$ cat src/rtl/barrel_rotator_left_pipe.sv
// Pipelined left rotator, one stage per amount bit, SHIFT_W cycles latency.
// Valid/ready on both sides; stalls ripple back combinationally and empty stages keep filling.
module barrel_rotator_left_pipe #(
  parameter int WIDTH = 8,
  localparam int SHIFT_W = $clog2(WIDTH)
) (
  input  logic               clk,
  input  logic               reset_n,
  input  logic               inValid,
  output logic               inReady,
  input  logic [WIDTH-1:0]   a,
  input  logic [SHIFT_W-1:0] shiftAmount,
  output logic               outValid,
  input  logic               outReady,
  output logic [WIDTH-1:0]   shifted
);

  logic [SHIFT_W-1:0] vld;
  logic [SHIFT_W-1:0] adv;
  logic [WIDTH-1:0]   dat [SHIFT_W];
  logic [SHIFT_W-1:0] amt [SHIFT_W];

  // A stage may load when it is empty or the stage after it is moving.
  always_comb begin
    logic nxt;
    adv = '0;
    nxt = outReady;
    for (int k = SHIFT_W - 1; k >= 0; k--) begin
      nxt    = !vld[k] || nxt;
      adv[k] = nxt;
    end
  end

  for (genvar k = 0; k < SHIFT_W; k++) begin : g_stage
    localparam int S = 1 << k;

    logic               src_vld;
    logic [WIDTH-1:0]   src_dat;
    logic [SHIFT_W-1:0] src_amt;
    logic [WIDTH-1:0]   rot_dat;

    if (k == 0) begin : g_head
      assign src_vld = inValid;
      assign src_dat = a;
      assign src_amt = shiftAmount;
    end else begin : g_body
      assign src_vld = vld[k-1];
      assign src_dat = dat[k-1];
      assign src_amt = amt[k-1];
    end

    assign rot_dat = src_amt[k] ? {src_dat[WIDTH-1-S:0], src_dat[WIDTH-1:WIDTH-S]} : src_dat;

    always_ff @(posedge clk or negedge reset_n) begin
      if (!reset_n) begin
        vld[k] <= 1'b0;
        dat[k] <= '0;
        amt[k] <= '0;
      end else if (adv[k]) begin
        vld[k] <= src_vld;
        if (src_vld) begin
          dat[k] <= rot_dat;
          amt[k] <= src_amt;
        end
      end
    end
  end

  assign inReady  = adv[0];
  assign outValid = vld[SHIFT_W-1];
  assign shifted  = dat[SHIFT_W-1];

endmodule

$ cat config.mk
export PLATFORM = sky130hd
export DESIGN_NAME = barrel_rotator_left_pipe
export DESIGN_NICKNAME = d
export VERILOG_FILES = /design/src/rtl/barrel_rotator_left_pipe.sv
export SDC_FILE = /design/constraint.sdc
export NUM_CORES = 1
export LEC_CHECK = 0
export CAP_MARGIN = 20
export CELL_PAD_IN_SITES_DETAIL_PLACEMENT = 1
export CELL_PAD_IN_SITES_GLOBAL_PLACEMENT = 2
export CORE_MARGIN = 2
export CORE_UTILIZATION = 31
export CTS_CLUSTER_SIZE = 30
export DETAILED_ROUTE_END_ITERATION = 8
export GPL_ROUTABILITY_DRIVEN = 0
export PLACE_DENSITY_LB_ADDON = 0.1
export REMOVE_ABC_BUFFERS = 1
export SYNTH_ARGS = -nofsm -noshare
export SYNTH_HDL_FRONTEND = slang
export SYNTH_SLANG_ARGS = --single-unit
$ cat constraint.sdc
create_clock -name clk -period 1.11 [get_ports clk]
set_input_delay 0.333 -clock clk [delete_from_list [all_inputs] [get_ports clk]]
set_output_delay 0.333 -clock clk [all_outputs]
set_load 0.03 [all_outputs]
==> Word level (Yosys, flattened, before mapping) <==
Index checks and enable logic that the tools add are counted.
{ "totals": {"output_inout_bits": 10, "input_bits": 15, "register_bits": 33, "elab_cells": 20} }
{ "classes": {"n_mux": 3, "n_reduce_logical": 9} }
{ "op_table": {"columns": ["op", "count"], "rows": [
  ["$mux W8", 3],
  ["$reduce_and A2 Y1", 3],
  ["$logic_not A1 Y1", 3],
  ["$logic_or A1 B1 Y1", 3]
]} }

==> Logic depth before layout (Yosys ltp) <==
Gate-level depths: netlist of run 1.
{ "depth": {"depth_word": 5, "ltp_mapped": 5, "depth_no_buf": 3} }

==> Least setup slack after synthesis of run 1 <==
No wires, ideal clock.
{ "synth_timing": {"kind": "reg-to-reg", "start": "register vld[2] (netlist: outValid)", "end": "register amt, in the netlist g_stage[1].src_amt[1]", "arrival_ns": 1.283, "n_path_buf": 0, "required_time_ns": 0.985, "setup_time_ns": 0.125, "setup_slack_ns": -0.298, "synth_period_minus_slack_ns": 1.408, "path_stages_with_launch": 4, "path_cell_list": "dfrtp_1 -> nand4b_4 -> nand2_1 -> mux2_2"} }
{ "synth_between": {"elab_chain_len": 5} }
{ "synth_lines": {"columns": ["item", "line_no", "rtl"], "rows": [
  ["start: declaration", "18", "logic [SHIFT_W-1:0] vld;"],
  ["start signal: indexed assignment", "60", "vld[k] <= src_vld;"],
  ["$logic_not A1 Y1", "29", "nxt = !vld[k] || nxt;"],
  ["$logic_or A1 B1 Y1 (3 in series)", "29", null],
  ["$reduce_and A2 Y1 (no line)", null, null],
  ["end signal: indexed assignment", "63", "amt[k] <= src_amt;"],
  ["end: declaration", "21", "logic [SHIFT_W-1:0] amt [SHIFT_W];"]
]} }
Every way passes these cells.
A chain may end at the register's enable or synchronous reset.

==> Worst setup path after layout of run 1 <==
{ "layout_timing": {"start": "register vld[2] (netlist: outValid)", "end": "output inReady"} }
{ "layout_between": {"elab_chain_len": 4} }
{ "layout_lines": {"columns": ["item", "line_no", "rtl"], "rows": [
  ["$logic_not A1 Y1", "29", null],
  ["$logic_or A1 B1 Y1 (3 in series)", "29", null],
  ["end: declaration", "10", "output logic inReady,"]
]} }
Every way passes these cells.

==> results of run 1 <==
## cell usage after synthesis
master    number
a21oi_1       24
a21oi_2        8
a31oi_1       16
and2_4         1
buf_2          2
buf_4          2
buf_6          3
clkbuf_1       2
clkbuf_2       3
dfrtp_1       30
mux2_2         3
mux2i_1       24
nand2_1        2
nand2b_1       2
nand2b_2       1
nand3b_4       1
nand4b_4       1
or2b_1         1
## state kept, by name, summed over array words and instances (netlist names)
| name | count |
|---|---|
| g_stage.src_amt | 3 |
| g_stage.src_dat | 16 |
| g_stage.src_vld | 2 |
| outValid | 1 |
| shifted | 8 |
## cells by family after synthesis
logic type	count (synthesis)
multiplexers	27
AND/OR/NAND/NOR	9
AO/OA/AOI/OAI	48
buffers and inverters	12
flip-flops	30
## metal layers
layer	vias up	track usage (%)	wire, µm
met4	0	6.17	87
met2	27	23.2	1880
met3	7	4.42	137
met1	550	14.3	1400
met5	-	0	0
li1	558	-	-
## layout make-up
class / instances / area, µm² / share of cell area [%]
Multi-Input combinational cell: 84 / 778 / 34.7
Sequential cell: 30 / 756 / 33.7
Timing Repair Buffer: 52 / 551 / 24.5
Clock buffer: 7 / 86.3 / 3.85
Tap cell: 54 / 67.6 / 3.01
Clock inverter: 1 / 5.00 / 0.223
## placed cells by master, fill, tap and decap left out, drive strengths merged
master	count
a21oi	32
a31oi	16
and2	1
buf	37
clkbuf	8
clkdlybuf4s50	12
clkinv	1
dfrtp	30
dlygate4sd2	1
dlymetal6s2s	1
mux2	3
mux2i	24
nand2	2
nand2b	3
nand3b	1
nand4b	1
or2b	1
## per-stage QoR
| stage | TNS [ns] | worst slack, ns | hold WS, ns | total power (µW) | std cells |
|---|---|---|---|---|---|
| final | -1.74 | -0.222 | 0.409 | 4230 | 228 |
| after global routing | -3.19 | -0.263 | 0.431 | 4480 | 228 |
| after CTS | -2.72 | -0.246 | 0.407 | 3990 | 219 |
| after detailed placement | -12.32 | -0.505 | 0.507 | 2820 | 202 |
| after global placement | -11.89 | -0.491 | 0.498 | 2780 | 202 |
| after floorplan | -5.53 | -0.531 | 0.0374 | 2330 | 114 |
## worst min-delay path by stage
stage / end / slack [ns] / from
after global placement: shifted[2]$_DFFE_PN0P_ / 0.50 / shifted[2]$_DFFE_PN0P_
after floorplan: g_stage[1].src_amt[1]$_DFFE_PN0P_ / 0.04 / reset_n
after CTS: g_stage[1].src_dat[4]$_DFFE_PN0P_ / 0.41 / reset_n
final: g_stage[1].src_dat[4]$_DFFE_PN0P_ / 0.41 / reset_n
after detailed placement: g_stage[1].src_amt[2]$_DFFE_PN0P_ / 0.51 / g_stage[1].src_amt[2]$_DFFE_PN0P_
after global routing: g_stage[1].src_vld$_DFFE_PN0P_ / 0.43 / reset_n
## power breakdown
part           switching (µW)  total (µW)  internal (µW)
combinational             776        1680            908
sequential                260        1630           1370
clock                     416         916            500
## timing repair
item,4_1_cts,5_1_grt
buffers inserted,8,8
endpoints found under the setup margin,38,38
gates cloned,1,1
pin swaps,1,4
gates resized for setup,15,31
==> run_results.csv, run 1 <==
group,metric,value,unit
status,outcome,"complete, but fails checks",
status,failed_checks,"negative setup slack",
layout,fill_cells,503,
worst_setup_path,critPathRequiredTime,0.78,ns
die,core,4660,µm²
layout,nets,188,
drt,via_count,1142,
placed_design,placedInstanceArea,1790,µm²
worst_setup_path,cp_top_family,"flip-flops",
clock_tree,h-tree-depth,2,
drt,via_per_inst,5.01,
yosys,synth_cell_type_count,18,
clock_tree,cts_sinks,30,
die,row_count,25,
drt,drc_errors,0,
worst_setup_path,critPathKind,"flop to primary output",
sta,fin_crit_sh,120,%
job,maxCapViolCount,0,
yosys,synthAdderAreaFrac,0,%
worst_setup_path,cp_slowest_cell,"dfrtp_2",
global_route,grt_use_total,13.3,%
drt,drt_pre_antenna_iters,2,
power,ir_drop,548,µV
die,io_pins,25,
global_route,overflow,0,
worst_setup_path,crit_chain,"nand4b_4 > buf_6",
die,dieArea,5360,µm²
global_route,antenna_found_initial,0,
yosys,ys_warn_count,0,
worst_setup_path,critPathBufInv,1,
drt,ant_nets,0,
clock_tree,cts_buffers,5,
worst_setup_path,worst-r2r-cell-count,4,
yosys,syn_area,1490,µm²
min_path,hp-class,"primary input to async pin",
clock_tree,cts_tree,"yes",
yosys,synth.area.mux_share,18.4,%
yosys,synth.top_cell.area_share,50.5,%
yosys,synth_top_family_by_area,"compound AO/OA/AOI/OAI gates",
yosys,ys_seq_area_share,50.5,%
worst_setup_path,worstPathMaxFanout,3,
layout,fin_area,2240,µm²
worst_setup_path,critical_path_depth,2,
power,power.density,1880,nW/µm²
worst_setup_path,endpoint_kind,"primary output",
global_route,grt_max_degree,31,
worst_setup_path,cp.arrival,1.00,ns
sta,tightest_slew,0.257,ns
clock_tree,root_buffer,"clkbuf_8",
worst_setup_path,r2r_end,"g_stage[1].src_amt[1]$_DFFE_PN0P_",
sta,fmax,751,MHz
drt,wire_per_inst,15.4,µm
yosys,synth_xor_xnor_area_share,0,%
clock_tree,cts_buffer_depth,2,
sta,clock-skew-final,0.00572,ns
layout,drive_gt1_share,44.8,%
die,initial_core_util,31.9,%
yosys,synth_seq_cells,30,
sta,slew_violations,0,
drt,wirelength,3510,µm
clock_tree,clk_pin_slew,0.07,ns
placed_design,io_buffers,24,
worst_setup_path,r2r_start,"outValid$_DFFE_PN0P_",
drt,drt_iter0_drc,31,
worst_setup_path,reg2reg_setup_slack,-0.17,ns
layout,fin_util,48.1,%
clock_tree,cts_hold_buf,0,
worst_setup_path,worstSetupEndpoint,"inReady",
die,die_h,73.2,µm
clock_tree,clock_latency,0.28,ns
sta,hold_violations,0,
yosys,yosys-top-cells-area,"dfrtp_1 (51%), mux2i_1 (16%), a21oi_1 (8.1%)",
yosys,yosys.area_share.simple,5.98,%
worst_setup_path,setup.worst_path.start,"outValid$_DFFE_PN0P_",
sta,rsz0062_at_grt,"yes",
global_route,grt_pass1_wl,5230,µm
sta,min_period,1.33,ns
layout,antennaDiodeCount,0,
die,chipWidth,73.2,µm
placed_design,dp_hpwl,2320,µm
yosys,yosys.area.top_type,"dfrtp_1",
layout,area_growth,51.1,%
sta,fin_ws,-0.222,ns
sta,slew_headroom,82.4,%
global_route,grt_pass1_vias,1106,
yosys,synth-compound-area-share,19.5,%
yosys,synth_cells,126,
worst_setup_path,crit_path_start_kind,"flop",
sta,finalSetupViolCount,25,
yosys,avgSynthCellArea,11.8,µm²
power,power.leakage,0.000943,µW
worst_setup_path,crit_path_max_incr_delay,0.42,ns
(Power assumes the default switching activity.)
==> run 2: changes to the inputs <==
--- a/config.mk
+++ b/config.mk
@@ -5,7 +5,7 @@
 export SDC_FILE = /design/constraint.sdc
 export NUM_CORES = 1
 export LEC_CHECK = 0
-export CAP_MARGIN = 20
+export CAP_MARGIN = 15
 export CELL_PAD_IN_SITES_DETAIL_PLACEMENT = 1
 export CELL_PAD_IN_SITES_GLOBAL_PLACEMENT = 2
 export CORE_MARGIN = 2
==> results of run 2 <==
Final layout, timing and power as in run 1 (identical DEF).
==> run 3: changes to the inputs <==
--- a/config.mk
+++ b/config.mk
@@ -15,6 +15,7 @@
 export GPL_ROUTABILITY_DRIVEN = 0
 export PLACE_DENSITY_LB_ADDON = 0.1
 export REMOVE_ABC_BUFFERS = 1
+export SKIP_LAST_GASP = 1
 export SYNTH_ARGS = -nofsm -noshare
 export SYNTH_HDL_FRONTEND = slang
 export SYNTH_SLANG_ARGS = --single-unit
==> run 3 against run 2 <==
  * Die area unchanged
  * Largest power group unchanged
  * Final area decreased by 0.33%
  * Setup slack about the same
  * Non-clock buffer count unchanged
  * The run still ends with negative setup slack left
  * Global-route usage unchanged
  * Sequential cell count unchanged
==> run_results.csv, run 3 (synthesis gave the netlist of run 1 again) <==
group,metric,value,unit
status,outcome,"complete, but fails checks",
status,failed_checks,"negative setup slack",
clock_tree,h-tree-depth,2,
layout,fin_util,48.0,%
die,core,4660,µm²
drt,drt_pre_antenna_iters,2,
min_path,hp-class,"primary input to async pin",
global_route,grt_pass1_vias,1106,
power,power.density,1890,nW/µm²
die,die_h,73.2,µm
worst_setup_path,critPathRequiredTime,0.78,ns
die,io_pins,25,
worst_setup_path,crit_path_max_incr_delay,0.42,ns
drt,wire_per_inst,15.4,µm
power,ir_drop,546,µV
clock_tree,root_buffer,"clkbuf_8",
drt,via_per_inst,5.00,
layout,nets,188,
worst_setup_path,crit_path_start_kind,"flop",
global_route,grt_max_degree,31,
worst_setup_path,endpoint_kind,"primary output",
placed_design,placedInstanceArea,1790,µm²
worst_setup_path,worstPathMaxFanout,3,
layout,mostFrequentLayoutCell,"dfrtp_1",
worst_setup_path,worst-r2r-cell-count,4,
sta,min_period,1.33,ns
sta,rsz0062_at_grt,"yes",
drt,drc_errors,0,
drt,wirelength,3510,µm
die,initial_core_util,31.9,%
layout,area_growth,50.5,%
layout,final_cell_mix,"dfrtp_1 (26), mux2i_1 (23), buf_6 (16), buf_4 (16), a21oi_1 (15)",
global_route,grtUsageMet1,14.3,%
global_route,grt_use_total,13.3,%
sta,fin_crit_sh,120,%
global_route,top_usage_layer,"met2",
layout,antennaDiodeCount,0,
worst_setup_path,cp.arrival,1.00,ns
clock_tree,cts_buffers,5,
die,chipWidth,73.2,µm
worst_setup_path,crit_chain,"nand4b_4 > buf_6",
drt,drt_iter0_drc,31,
sta,fin_ws,-0.222,ns
drt,ant_nets,0,
placed_design,dp_hpwl,2320,µm
layout,drive_gt1_share,44.3,%
clock_tree,cts_tree,"yes",
global_route,met3_usage,4.42,%
clock_tree,clock_latency,0.28,ns
power,power.leakage,0.000942,µW
worst_setup_path,critPathKind,"flop to primary output",
drt,via_count,1141,
sta,hold_violations,0,
global_route,antenna_found_initial,0,
worst_setup_path,cp_slowest_cell,"dfrtp_2",
clock_tree,clk_pin_slew,0.07,ns
sta,tightest_slew,0.256,ns
layout,fin_area,2240,µm²
sta,finalSetupViolCount,26,
sta,fmax,751,MHz
global_route,overflow,0,
sta,clock-skew-final,0.00572,ns
job,maxCapViolCount,0,
die,row_count,25,
clock_tree,cts_sinks,30,
sta,slew_headroom,82.4,%
clock_tree,cts_buffer_depth,2,
die,dieArea,5360,µm²
global_route,grt_pass1_wl,5230,µm
placed_design,io_buffers,24,
layout,largest_register_ff_count,16,
global_route,grtUsageMet2,23.2,%
sta,slew_violations,0,
[run 3: through the flow]
| step | total power, µW | std cells | TNS [ns] | worst slack [ns] | hold WS (ns) |
|---|---|---|---|---|---|
| after global placement | 2780 | 202 | -11.89 | -0.491 | 0.498 |
| after floorplan | 2330 | 114 | -5.53 | -0.531 | 0.0374 |
| after CTS | 3990 | 219 | -2.72 | -0.246 | 0.407 |
| after global routing | 4470 | 228 | -3.33 | -0.263 | 0.431 |
| final | 4220 | 228 | -1.82 | -0.222 | 0.409 |
| after detailed placement | 2820 | 202 | -12.32 | -0.505 | 0.507 |
[run 3: where the power goes]
group	internal, µW	switching, µW	total [µW]
clock	500	416	916
combinational	904	773	1680
sequential	1370	260	1630
total	2770	1450	4220
[run 3: path summary, 6_finish.rpt]
kind	start	endpoint	slack, ns
max in group asynchronous	reset_n	g_stage[2].src_amt[2]$_DFFE_PN0P_	0.52
worst max-delay path	outValid$_DFFE_PN0P_	inReady	-0.22
worst max register to register	outValid$_DFFE_PN0P_	g_stage[1].src_amt[1]$_DFFE_PN0P_	-0.17
min in group clk	g_stage[1].src_amt[2]$_DFFE_PN0P_	g_stage[1].src_amt[2]$_DFFE_PN0P_	0.51
worst min register to register	g_stage[1].src_amt[2]$_DFFE_PN0P_	g_stage[1].src_amt[2]$_DFFE_PN0P_	0.51
worst min-delay path	reset_n	g_stage[1].src_dat[4]$_DFFE_PN0P_	0.41
[run 3: cell type report]
class	instances	area [µm²]
repair buffers	52	547
multi-input cells	84	774
well taps	54	67.6
clock inverters	1	5.00
clock buffers	7	86.3
fillers	502	2420
flip-flops and latches	30	756
[run 3: critical path, delay by kind of cell (launching register included)]
kind          cells  cell delay (ns)
flops             1             0.42
buf+inv           1             0.17
simple gates      1             0.14
[run 3: per-layer routing]
layer | wire length [µm] | vias to the layer above
met5 | 0 | -
met4 | 87 | 0
met3 | 137 | 7
met2 | 1880 | 27
met1 | 1400 | 549
li1 | - | 558
[run 3: what timing repair did]
action,in CTS,in global routing
gates cloned,1,1
pin swaps,1,4
resized for setup,15,29
setup buffers,8,8
setup endpoints to repair,38,38
hold buffers,0,0
